`config.mk`:
```
export PLATFORM = sky130hd
export DESIGN_NAME = uart9_rx_addr_filter
export DESIGN_NICKNAME = d
export VERILOG_FILES = /design/src/rtl/uart9_rx_addr_filter.sv
export SDC_FILE = /design/constraint.sdc
export NUM_CORES = 1
export LEC_CHECK = 0
export BUFFER_PORTS_ARGS = -buffer_cell sky130_fd_sc_hd__buf_4
export CAP_MARGIN = 15
export CORE_MARGIN = 5
export CORE_UTILIZATION = 40
export CTS_BUF_LIST = sky130_fd_sc_hd__clkbuf_4 sky130_fd_sc_hd__clkbuf_8
export CTS_CLUSTER_DIAMETER = 100
export DETAILED_ROUTE_END_ITERATION = 10
export GPL_TIMING_DRIVEN = 0
export SLEW_MARGIN = 20
export SYNTH_ARGS = -nofsm -noshare
export SYNTH_HDL_FRONTEND = slang
export SYNTH_SLANG_ARGS = --single-unit
```
`constraint.sdc`:
```
create_clock -name rxclk -period 7.2 [get_ports rxclk]
set_input_delay 2.16 -clock rxclk [delete_from_list [all_inputs] [get_ports rxclk]]
set_output_delay 2.16 -clock rxclk [all_outputs]
set_load 0.05 [all_outputs]
```
`src/rtl/uart9_rx_addr_filter.sv`:
```
// Multidrop (9th-bit address) consumer for the 9-bit UART receiver: unloads each word,
// keeps data bytes addressed to this node and queues them in a show-ahead FIFO.
//
// state | meaning
// IDLE  | waiting for the receiver to hold a word (rx_empty==0)
// ULD   | one-cycle unload strobe to the receiver
// CAPT  | rx_data is valid; evaluate address/data word
module uart9_rx_addr_filter #(
  parameter logic [7:0] BCAST_ADDR = 8'hFF,
  parameter int         FIFO_DEPTH = 8
) (
  input  logic                          rxclk,
  input  logic                          reset,
  input  logic [7:0]                    my_addr,
  input  logic                          rx_empty,
  input  logic [8:0]                    rx_data,
  output logic                          uld_rx_data,
  output logic [7:0]                    out_data,
  output logic                          out_first,
  output logic                          out_valid,
  input  logic                          out_ready,
  output logic                          selected,
  output logic [$clog2(FIFO_DEPTH):0]   fifo_count,
  output logic [7:0]                    drop_cnt
);

  localparam int AW = $clog2(FIFO_DEPTH);
  localparam int CW = AW + 1;

  typedef enum logic [1:0] {IDLE, ULD, CAPT} state_t;
  state_t state, state_nxt;

  logic [8:0]    mem [FIFO_DEPTH];
  logic [AW-1:0] wr_ptr, rd_ptr, rd_nxt;
  logic [CW-1:0] cnt_after_pop, cnt_nxt;
  logic [8:0]    push_word, head_nxt;
  logic          capt, is_addr, addr_hit, full, pop, push_req, push;
  logic          first_pending;

  always_ff @(posedge rxclk) begin
    if (reset) state <= IDLE;
    else       state <= state_nxt;
  end

  always_comb begin
    state_nxt   = state;
    uld_rx_data = 1'b0;
    case (state)
      IDLE:    if (!rx_empty) state_nxt = ULD;
      ULD: begin
        uld_rx_data = 1'b1;
        state_nxt   = CAPT;
      end
      CAPT:    state_nxt = IDLE;
      default: state_nxt = IDLE;
    endcase
  end

  assign capt      = (state == CAPT);
  assign is_addr   = rx_data[8];
  assign addr_hit  = (rx_data[7:0] == my_addr) || (rx_data[7:0] == BCAST_ADDR);
  assign out_valid = (fifo_count != '0);
  assign full      = (fifo_count == CW'(FIFO_DEPTH));
  assign pop       = out_valid & out_ready;
  assign push_req  = capt & ~is_addr & selected;
  assign push      = push_req & (~full | pop);
  assign push_word = {first_pending, rx_data[7:0]};

  // The head register is reloaded from the entry that will be at the head next cycle;
  // when the FIFO drains to empty before this push, the new word goes straight to the head.
  assign rd_nxt        = rd_ptr + AW'(pop);
  assign cnt_after_pop = fifo_count - CW'(pop);
  assign cnt_nxt       = cnt_after_pop + CW'(push);
  assign head_nxt      = (cnt_after_pop == '0) ? push_word : mem[rd_nxt];

  always_ff @(posedge rxclk) begin
    if (push) mem[wr_ptr] <= push_word;
  end

  always_ff @(posedge rxclk) begin
    if (reset) begin
      wr_ptr        <= '0;
      rd_ptr        <= '0;
      fifo_count    <= '0;
      out_data      <= '0;
      out_first     <= 1'b0;
      selected      <= 1'b0;
      first_pending <= 1'b0;
      drop_cnt      <= '0;
    end else begin
      if (push) wr_ptr <= wr_ptr + AW'(1);
      rd_ptr     <= rd_nxt;
      fifo_count <= cnt_nxt;
      if (cnt_nxt != '0) {out_first, out_data} <= head_nxt;
      if (capt && is_addr) begin
        selected      <= addr_hit;
        first_pending <= addr_hit;
      end else if (push_req) begin
        first_pending <= 1'b0;
      end
      if (push_req && !push && drop_cnt != 8'hFF) drop_cnt <= drop_cnt + 8'd1;
    end
  end

endmodule

```
# Word-level counts from Yosys, hierarchy flattened
# Memory sizes are Yosys's and may differ from the RTL's.
# Index checks and enable logic that the tools add are counted.
[op_classes] add_sub_neg=5 n_mul=0 div=0 order_cmp=0 n_eq_ne=7 shift=0 muxes=8 bitwise_logic=7 n_reduce_logical=10
[ops] cell="$mux 9" n=1
[ops] cell="$add 8x1->8 const B" n=1
[ops] cell="$eq 8x8->1" n=1
[ops] cell="$eq 8x8->1 const B" n=1
[ops] cell="$ne 8x8->1 const B" n=1
[ops] cell="$reduce_bool 4->1" n=2
[ops] cell="$mux 1" n=5
[ops] cell="$add 4x1->4" n=1
[ops] cell="$and 1x1->1" n=4
[ops] cell="$eq 4x4->1 const B" n=1
[ops] cell="$logic_not 4->1" n=1
[ops] cell="$pmux 2 s2" n=1
[ops] cell="$sub 4x1->4" n=1
[ops] cell="$add 3x1->3" n=1
[ops] cell="$add 3x1->3 const B" n=1
[ops] cell="$logic_and 1x1->1" n=3
[ops] cell="$eq 2x1->1 const B" n=1
[ops] cell="$eq 2x2->1 const B" n=1
[ops] cell="$logic_not 2->1" n=1
[ops] cell="$mux 2" n=1
[ops] cell="$ne 2x2->1 const B" n=1
[ops] cell="$not 1->1" n=2
[ops] cell="$reduce_bool 2->1" n=1
[ops] cell="$logic_not 1->1" n=1
[ops] cell="2 further kinds" n=2
[word_totals] reg_bits=31 latchBits=0 mem_bits_rw=72 rom_bits=0 in_bits=21 output_inout_bits=24 wordCells=47 memories=1
[mem_list] name="mem" depth=8 word_bits=9 rd=1 rd_ports_with_merged_regs=0 write_ports=1 line="33" source="logic [8:0] mem [FIFO_DEPTH];"

# Depth between registers and ports, before layout
# Gate-level depths: netlist (run 1).
[depth] depth_word=7 ltp_mapped=12 ltp_nobuf=12

# Least setup slack after synthesis (run 1)
# Ideal clock, no wire load.
[synth_path] path_type="input to register" start="input port rx_data[8]" end="memory mem[0][0] (enable)" setup_time_ns=0.403 arrival_ns=3.836 required_ns=6.797 slack_ns=2.962 stages=3 path_buffers=0 path_cell_list="nand4bb_1 a31oi_2 nor4b_1"
[synth_between] elab_chain_len=6
[synth_rtl] item="start, declared" line="16" source="input logic [8:0] rx_data,"
[synth_rtl] item="$not 1->1" line="65" source="assign push_req = capt & ~is_addr & selected;"
[synth_rtl] item="$and 1x1->1 (2 in a row)" line="65"
[synth_rtl] item="$and 1x1->1" line="66" source="assign push = push_req & (~full | pop);"
[synth_rtl] item="via push" line="37" source="logic capt, is_addr, addr_hit, full, pop, push_req, push;"
[synth_rtl] item="$mux 1" line="77" source="if (push) mem[wr_ptr] <= push_word;"
[synth_rtl] item="$mux 1 (implied by the code)" line="77"
[synth_rtl] item="end, declared" line="33"
# The timed path passes the listed nets, and every way through them passes these cells.

# Final worst setup path (run 1)
[layout_path] start="input port rx_data[8]" end="register out_data[5]"
[layout_between] elab_chain_len=6
[layout_rtl] item="$not 1->1" line="65"
[layout_rtl] item="$and 1x1->1 (2 in a row)" line="65"
[layout_rtl] item="$and 1x1->1" line="66"
[layout_rtl] item="via push" line="37"
[layout_rtl] item="$add 4x1->4" line="73" source="assign cnt_nxt = cnt_after_pop + CW'(push);"
[layout_rtl] item="$reduce_bool 4->1" line="94" source="if (cnt_nxt != '0) {out_first, out_data} <= head_nxt;"
[layout_rtl] item="end signal, assigned" line="94"
[layout_rtl] item="end, declared" line="18" source="output logic [7:0] out_data,"
# The timed path passes the listed nets, and every way through them passes these cells.
# A chain may end at the register's enable or synchronous reset.

==> out/results.ini, run 1 <==
[timing]
relSlewSlack = 0.4552
drv_slew = 0
max_clock_freq_mhz = 241.1
hold_violations = 0
finalCriticalPeriod_ps = 4149
tns_ps = 0
worstMarginPinSlew_ps = 814.2
finalCritPeriodShare = 0.5762
rsz0062_at_grt = false
finalClockSkew_ps = 13.80
setup_violations = 0

[die]
fp.dieW_um = 114.8
num_io_pins = 45
dieHeight_um = 114.8
rows = 38
core_um2 = 10790
initial_utilization = 0.4069
fp.dieArea_um2 = 13170

[clock_network]
clock-sinks = 103
cts_tree = yes
htree_levels = 3
clk_latency_ps = 370
clk_pin_slew_ps = 100
post-cts-setup-buffer-count = 0
cts_buffers = 9
ctsResizeCount = 0
ctsRootBufferMaster = clkbuf_8
cts-hold-fix-buffers = 0
clockBufferDepth = 2

[power]
power_density_nw_per_um2 = 380.4
leakage_nw = 1.818
ir_drop_mv = 0.1531
finalPower_w = 0.001984

[worst_setup_path]
crit_buf_inv = 1
path_cells = buf_4 -> nand4bb_1 -> a31oi_2 -> ha_1 -> ha_1 -> xnor3_1 -> nand2_1 -> nor2_1 -> a21o_1 -> a31oi_1
path_class = in2reg
cp_slowest_stage_delay_ps = 480
crit_family = compound AO/OA/AOI/OAI gates
arrival_ps = 4440
critPathRequiredTime_ps = 7490
crit_slowest_cell = a31oi_2
start_kind = input pin
cpMostUsedCell = ha_1
critical_path_peak_fanout = 9
critical_path.endpoint_type = flip-flop

[placement]
gp_congestion = 0.7384
io_buffers = 44
hpwl_mm = 6.568
place_area_um2 = 4989

[routing]
avgRoutedWirePerCell_um = 17.44
drtPass1Iterations = 4
initialDrtViolationCount = 134
drt_wl_total_mm = 9.365
vias = 2717
ant_nets = 0
viasPerCell = 5.060
drc = 0

[logic_synthesis]
yosysSeqAreaShare = 0.6336
synth_seq_cells = 103
ys.warnings.count = 0
syn-num-nets = 360
synthCells = 331
syn_area_per_cell_um2 = 13.27
synth_cell_types = 42
synthesis.area_um2 = 4392

[grt]
grt-ovfl-total = 0
grt_use_met1 = 0.2099
grt_max_degree = 19
use_met3 = 0.03368
antenna_found_initial = 0
grt_pass1_wl_mm = 14.99
grt_pass1_vias = 2775
grt_use_total = 0.1511
busiest_layer = met2
grtUsageMet2 = 0.2390

[status]
status = completed

[finish]
nets = 421
diodes = 0
syn_to_final_growth_pct = 18.75
fillers = 959
drive_above_1_share = 0.2217
fin_util = 0.4832
fin_area_um2 = 5215

[run]
cap_violations = 0

[worst_hold_path]
hold_class = reg2reg

-- area by class of cell --
class | instances | area, um^2 | area share
Buffer | 15 | 68.82 | 0.01320
Clock buffer | 9 | 123.9 | 0.02375
Clock inverter | 7 | 102.6 | 0.01967
Inverter | 6 | 22.52 | 0.004319
Multi-Input combinational cell | 207 | 1564 | 0.2999
Sequential cell | 103 | 2783 | 0.5336
Tap cell | 140 | 175.2 | 0.03359
Timing Repair Buffer | 50 | 375.4 | 0.07198
-- cell usage in the layout (no fill, tap or decap), types with 6 or more instances in the layout --
cell type / instances
edfxtp_1: 72
a31oi_1: 9
a22oi_1: 18
inv_1: 6
dfxtp_1: 31
buf_2: 6
ha_1: 8
nor2_1: 27
buf_4: 51
clkbuf_8: 9
xnor2_1: 18
mux2i_1: 37
nand2_1: 17
nand3_1: 15
nor2b_1: 7
a21o_1: 8
-- through the flow --
step | hold WS [ps] | worst slack [ps] | std cells
floorplan | 430.9 | 2962 | 331
global placement | 449.2 | 1906 | 515
detailed placement | 460.0 | 2643 | 521
CTS | 474.9 | 3040 | 537
global route | 511.1 | 2796 | 537
finish | 475.2 | 3051 | 537
-- power by group --
group          internal, W  switching [W]  total (W)  leakage (nW)
Clock             0.000200       0.000206   0.000406         0.112
Combinational     0.000314       0.000566   0.000880         0.794
Sequential        0.000671      0.0000267   0.000698         0.912
Total              0.00118       0.000799    0.00198          1.82
-- synth_stat cells --
cell type,count,share of area
nand4_1,5,0.0071
a32oi_1,1,0.0020
o21ai_1,1,0.0011
nor4b_2,1,0.0034
nor3b_1,5,0.0085
buf_2,6,0.0068
o22ai_1,1,0.0014
xor2_1,2,0.0040
a21o_1,8,0.014
mux2i_1,37,0.084
or2_1,1,0.0014
ha_1,8,0.023
edfxtp_1,72,0.49
nor2b_1,7,0.010
a31oi_1,9,0.013
nand3b_1,1,0.0017
buf_4,1,0.0017
and2_1,2,0.0028
o21a_1,1,0.0017
xnor3_1,1,0.0051
nor3_2,1,0.0023
clkbuf_1,4,0.0034
a21oi_1,3,0.0034
nand2b_1,2,0.0028
nor4bb_1,1,0.0023
a22oi_1,18,0.031
clkbuf_2,1,0.0011
inv_1,6,0.0051
buf_1,3,0.0026
xnor2_1,18,0.036
nor4_2,2,0.0057
nand4bb_1,2,0.0051
nor4_1,1,0.0014
dfxtp_1,31,0.14
nand2_1,17,0.015
nor3b_2,2,0.0057
a221oi_1,1,0.0020
nor4b_1,1,0.0020
nor2_1,27,0.023
nand3_1,15,0.017
nor3_1,4,0.0046
a31oi_2,1,0.0028
-- flip-flops by register name (all words and copies together) (netlist names) --
signal	count
selected	1
mem	72
out_first	1
out_data	8
fifo_count	4
first_pending	1
state	2
wr_ptr	3
rd_ptr	3
drop_cnt	8
-- worst paths after layout --
path	start	to	slack, ps	cells after the start
max	rx_data[8]	out_data[5]$_SDFFE_PP0P_	3050	10
min	state[0]$_SDFFE_PP0P_	state[0]$_SDFFE_PP0P_	480	1
max reg2reg	fifo_count[2]$_SDFF_PP0_	out_data[2]$_SDFFE_PP0P_	4290	11
min reg2reg	state[0]$_SDFFE_PP0P_	state[0]$_SDFFE_PP0P_	480	1
-- kinds of logic after synthesis --
| logic type | synth area share |
|---|---|
| multiplexers | 0.08433 |
| XOR/XNOR | 0.04501 |
| AO/OA/AOI/OAI | 0.07179 |
| flip-flops | 0.6336 |
| adder cells (fa/ha/maj) | 0.02279 |
| buffers and inverters | 0.02080 |
| AND/OR/NAND/NOR | 0.1217 |
-- routing by layer --
metal	wire, um	vias to the layer above
met5	0	-
met4	96	0
met3	428	6
met2	4449	58
met1	4391	1293
li1	-	1360
No activity file was read; power rests on OpenSTA's default activity.
==> inputs of run 2 (changes only) <==
- ABC_AREA: not set -> 1
- clock period: 7.2 -> 4.13 ns (I/O delays scaled with it)
==> out/results.ini, run 2 <==
[status]
status = completed

[logic_synthesis]
synthesis.area_um2 = 4841  ; +10%
synthTopCellsByArea = edfxtp_1, nand2_1, dfxtp_1
yosysSeqAreaShare = 0.5748  ; -0.05879
synth_common_cells = nand2_1, edfxtp_1, inv_1
ys.warnings.count = 0  ; unchanged
synth_cell_types = 30  ; -29%
synth_edf_count = 72  ; unchanged
synthFlopType = edfxtp_1
yosys.area.top_type = edfxtp_1
synth_seq_cells = 103  ; unchanged
synthCells = 547  ; +65%
syn-num-nets = 576  ; +60%
yosysMostFrequentCell = nand2_1
syn_area_per_cell_um2 = 8.850  ; -33%
async_flop_share = 0  ; unchanged
synth.top_cell.area_share = 0.4466  ; -0.04568

[timing]
max_clock_freq_mhz = 335.0
finalCritPeriodShare = 0.7229
worstMarginPinSlew_ps = 986.3  ; +172.1 ps
setup_ws_ps = 1144  ; -1907 ps
rsz0062_at_grt = false
tns_ps = 0  ; unchanged
finalCriticalPeriod_ps = 2986
hold_violations = 0  ; unchanged
finalClockSkew_ps = 16.44  ; +2.643 ps
relSlewSlack = 0.3378  ; -0.1174
drv_slew = 0  ; unchanged
setup_violations = 0  ; unchanged

[finish]
layout_common_cells = nand2_1, edfxtp_1, inv_1, nand3_1, buf_4
fillers = 1163  ; +21%
nets = 630  ; +50%
largestRegisters = mem x72, drop_cnt x8, out_data x8
largest-register = mem
syn_to_final_growth_pct = 15.43
drive_above_1_share = 0.1518  ; -0.06985
largest_reg_flops = 72  ; unchanged
final_common_cell = nand2_1
diodes = 0  ; unchanged
stdcell_count = 753  ; +40%
fin_util = 0.4672  ; -0.01604

[clock_network]
clk_pin_slew_ps = 90  ; about the same
htree_levels = 3  ; unchanged
clk_latency_ps = 370  ; about the same
cts_tree = yes
clock-sinks = 103  ; unchanged
post-cts-setup-buffer-count = 0  ; unchanged
ctsResizeCount = 0  ; unchanged
clockBufferDepth = 2  ; unchanged
cts-hold-fix-buffers = 0  ; unchanged
cts_buffers = 9  ; unchanged
ctsRootBufferMaster = clkbuf_8

[placement]
post-place-ws_ps = 780.1  ; -1863 ps
dp_cells = 737  ; +41%
io_buffers = 43  ; -2.3%
hpwl_mm = 7.629  ; +16%
gp_congestion = 0.8555  ; +16%

[worst_setup_path]
start_kind = input pin
critPathRequiredTime_ps = 4400  ; -3090 ps
crit-reg2reg-launch = fifo_count[2]$_SDFF_PP0_
arrival_ps = 3250  ; -1190 ps
r2r_end = out_first$_SDFFE_PP0P_
setup.worst_path.end = out_first$_SDFFE_PP0P_
rrSetupSlack_ps = 1520  ; -2770 ps
critical_path_peak_fanout = 10  ; +1
rr_worst_depth = 13  ; +2
path_class = in2reg
critical_path.endpoint_type = flip-flop
startpoint = out_ready

[die]
core_um2 = 11960  ; +11%
rows = 40  ; +5.3%
dieHeight_um = 120.0  ; +4.6%
fp.dieArea_um2 = 14400  ; +9.3%
num_io_pins = 45  ; unchanged
initial_utilization = 0.4047  ; -0.002202
fp.dieW_um = 120.0  ; +4.6%

[routing]
ant_nets = 0  ; unchanged
initialDrtViolationCount = 211  ; +57%
drtPass1Iterations = 4  ; unchanged
vias = 3597  ; +32%
avgRoutedWirePerCell_um = 14.40  ; -17%
drc = 0  ; unchanged
viasPerCell = 4.777  ; -5.6%
drt_wl_total_mm = 10.84  ; +16%

[power]
finalPower_w = 0.003810  ; +92%
ir_drop_mv = 0.2464  ; +61%
leakage_nw = 2.456  ; +35%
power_density_nw_per_um2 = 681.9  ; +79%

[grt]
grt_pass1_wl_mm = 17.77  ; +19%
grt-ovfl-total = 0  ; unchanged
grt_use_total = 0.1569  ; +0.005794
grt_pass1_vias = 3564  ; +28%
grt_max_degree = 17  ; -2
antenna_found_initial = 0  ; unchanged

[worst_hold_path]
hold_class = reg2reg

[run]
cap_violations = 0  ; unchanged

-- run 2: cell count changes after synthesis, sizes merged, moves of 9 or more --
cell / previous run / this run
nand3: 15 / 63
nor2: 27 / 46
inv: 6 / 73
xnor2: 18 / 8
nand2: 17 / 187
a22oi: 18 / 0
mux2i: 37 / 0
a31oi: 10 / 1
a21oi: 3 / 12
-- run 2: stage by stage --
step	hold WS [ps]	area, um^2
after floorplan	397.2	4841
after global placement	404.7	5348
after detailed placement	431.0	5348
after CTS	445.0	5588
after global routing	462.1	5588
final	441.7	5588
-- run 2: final cells by class --
cell class,count,area (um^2),area share
well taps,147,183.9,0.03292
repair buffers,43,322.8,0.05777
inverters,75,281.5,0.05038
multi-input cells,353,1687,0.3018
plain buffers,16,90.09,0.01612
clock inverters,6,108.9,0.01948
flip-flops and latches,103,2783,0.4980
clock buffers,10,131.4,0.02351
-- run 2: logic make-up (layout without fill, tap and decap cells) --
kind of cell,Yosys count,in the layout,synth area share
flops,103,103,0.5748
compound gates,18,18,0.01887
fa+ha+maj,8,8,0.02068
buf+inv,91,150,0.07676
xor+xnor,11,11,0.01990
simple gates,316,316,0.2890
-- run 2: worst min path at each step --
stage | end | startpoint | cells after the start | slack (ps)
after floorplan | state[0]$_SDFFE_PP0P_ | state[0]$_SDFFE_PP0P_ | 1 | 400
after global placement | state[0]$_SDFFE_PP0P_ | state[0]$_SDFFE_PP0P_ | 1 | 400
after detailed placement | state[0]$_SDFFE_PP0P_ | state[0]$_SDFFE_PP0P_ | 1 | 430
after CTS | state[0]$_SDFFE_PP0P_ | state[0]$_SDFFE_PP0P_ | 1 | 440
after global routing | state[0]$_SDFFE_PP0P_ | state[0]$_SDFFE_PP0P_ | 1 | 460
final | state[0]$_SDFFE_PP0P_ | state[0]$_SDFFE_PP0P_ | 1 | 440
-- run 2: per-layer routing --
metal	track usage	vias up	routed length, um
met3	0.02168	13	618
li1	-	1857	-
met1	0.2063	1658	4802
met5	0	-	0
met2	0.2624	69	5230
met4	0.06084	0	190
-- run 2: critical path, stage by stage --
cell and delay (ps):
buf_4 110, inv_1 70, a31oi_1 60, ha_1 200
ha_1 270, buf_4 170, clkinv_1 240, buf_2 270
nand2_1 80, nand3_1 140, nand3_1 170, nand2_1 70
nor2_2 100, nor2_2 40
-- run 2: power breakdown --
part           total, W  internal [W]  switching [W]
clock          0.000756      0.000407       0.000348
combinational   0.00186      0.000622        0.00124
sequential      0.00119       0.00116      0.0000348
total           0.00381       0.00219        0.00162
==> inputs of run 3 (changes only) <==
- clock period: 4.13 -> 2.8 ns (I/O delays scaled with it)
==> out/results.ini, run 3 (same netlist as run 2, synthesis figures left out) <==
[finish]
diodes = 0  ; unchanged
stdcell_count = 753  ; unchanged
largest_reg_flops = 72  ; unchanged
fillers = 1163  ; unchanged
fin_area_um2 = 5592  ; about the same
final_common_cell = nand2_1
syn_to_final_growth_pct = 15.51  ; about the same
drive_above_1_share = 0.1535  ; +0.001650
largestRegisters = mem x72, drop_cnt x8, out_data x8
nets = 630  ; unchanged
layout_common_cells = nand2_1, edfxtp_1, inv_1, nand3_1, buf_4
largest-register = mem

[power]
power_density_nw_per_um2 = 1008  ; +48%
finalPower_w = 0.005637  ; +48%
ir_drop_mv = 0.3634  ; +47%
leakage_nw = 2.456  ; about the same

[routing]
drtPass1Iterations = 4  ; unchanged
ant_nets = 0  ; unchanged
initialDrtViolationCount = 208  ; -1.4%
drt_wl_total_mm = 10.83  ; -0.14%
viasPerCell = 4.777  ; unchanged
avgRoutedWirePerCell_um = 14.38  ; -0.14%
drc = 0  ; unchanged
vias = 3597  ; unchanged

[grt]
antenna_found_initial = 0  ; unchanged
grt_max_degree = 17  ; unchanged
grt_pass1_wl_mm = 17.77  ; unchanged
grt-ovfl-total = 0  ; unchanged
grt_pass1_vias = 3564  ; unchanged
grt_use_total = 0.1569  ; unchanged

[die]
rows = 40  ; unchanged
fp.dieArea_um2 = 14400  ; unchanged
dieHeight_um = 120.0  ; unchanged
initial_utilization = 0.4047  ; unchanged
core_um2 = 11960  ; unchanged
fp.dieW_um = 120.0  ; unchanged
num_io_pins = 45  ; unchanged

[status]
status = completed

[timing]
rsz0062_at_grt = true
setup_ws_ps = 183.1  ; -961.4 ps
max_clock_freq_mhz = 382.1
finalCriticalPeriod_ps = 2617
hold_violations = 0  ; unchanged
setup_violations = 0  ; unchanged
finalClockSkew_ps = 17.27  ; +0.8302 ps
relSlewSlack = 0.3343  ; -0.003453
worstMarginPinSlew_ps = 991.4  ; +5.143 ps
finalCritPeriodShare = 0.9346
drv_slew = 0  ; unchanged

[run]
cap_violations = 0  ; unchanged

[clock_network]
clockBufferDepth = 2  ; unchanged
cts_tree = yes
htree_levels = 3  ; unchanged
clock-sinks = 103  ; unchanged
ctsRootBufferMaster = clkbuf_8
clk_latency_ps = 380  ; about the same
clk_pin_slew_ps = 90  ; about the same
cts-hold-fix-buffers = 0  ; unchanged
cts_buffers = 9  ; unchanged

[placement]
io_buffers = 43  ; unchanged
place_area_um2 = 5348  ; unchanged
dp_cells = 737  ; unchanged
hpwl_mm = 7.629  ; unchanged
post-place-ws_ps = -150.9  ; -931.0 ps
gp_congestion = 0.8555  ; unchanged

[worst_setup_path]
critical_path.endpoint_type = flip-flop
arrival_ps = 2880  ; -370 ps
critPathRequiredTime_ps = 3060  ; -1340 ps
path_class = reg2reg
critical_path_peak_fanout = 10  ; unchanged
start_kind = flip-flop

[worst_hold_path]
hold_class = reg2reg

## run 3: cell types whose count changed in the layout (fill, tap and decap cells not counted)
| cell | previous run | this run |
|---|---|---|
| clkinvlp_4 | 2 | 3 |
| clkinv_1 | 3 | 2 |
## run 3: routing by layer
| layer | GRT usage | share of wire | wire [um] | vias to the layer above |
|---|---|---|---|---|
| li1 | - | - | - | 1857 |
| met1 | 0.2063 | 0.44 | 4814 | 1660 |
| met2 | 0.2624 | 0.48 | 5238 | 67 |
| met3 | 0.02168 | 0.054 | 583 | 13 |
| met4 | 0.06084 | 0.018 | 190 | 0 |
| met5 | 0 | 0 | 0 | - |
## run 3: path summary, 6_finish.rpt
kind | from | end | slack, ps | cells past startpoint
worst min register to register | state[0]$_SDFFE_PP0P_ | state[0]$_SDFFE_PP0P_ | 440 | 1
worst max register to register | fifo_count[2]$_SDFF_PP0_ | out_data[5]$_SDFFE_PP0P_ | 180 | 10
worst max-delay path | fifo_count[2]$_SDFF_PP0_ | out_data[5]$_SDFFE_PP0P_ | 180 | 10
worst min-delay path | state[0]$_SDFFE_PP0P_ | state[0]$_SDFFE_PP0P_ | 440 | 1
## run 3: metrics by stage
step	hold slack, ps	setup TNS [ps]	util
floorplan	397.2	0	-
global placement	404.7	-984.6	0.4471
detailed placement	431.0	-1056	0.4471
CTS	445.0	0	0.4672
global route	462.1	-1.543	0.4675
finish	441.7	0	0.4675
## run 3: final cells by class
type | instances | area (um^2) | share of cell area
plain buffers | 16 | 90.09 | 0.01611
clock buffers | 10 | 131.4 | 0.02350
clock inverters | 6 | 108.9 | 0.01947
inverters | 75 | 285.3 | 0.05102
multi-input cells | 353 | 1687 | 0.3016
flip-flops and latches | 103 | 2783 | 0.4977
well taps | 147 | 183.9 | 0.03289
repair buffers | 43 | 322.8 | 0.05773
## run 3: where the power goes
group	internal (W)	total, W	switching (W)
sequential	0.00171	0.00176	0.0000514
combinational	0.000924	0.00276	0.00184
clock	0.000601	0.00111	0.000513
total	0.00324	0.00564	0.00240
## run 3: worst max-delay path, stage by stage (launching register included)
cell	delay, ps
dfxtp_1	370
nor2_2	230
a31oi_1	150
ha_1	200
ha_1	210
xnor2_1	800
nand3_1	180
nand3_1	130
nand2_1	80
nor2_1	110
nor2_1	50
## run 3: timing repair
action                                  CTS  global route
endpoints found under the setup margin    0             7
hold endpoints to repair                  0             0
gates resized for setup                   0             1
buffers inserted                          0             0
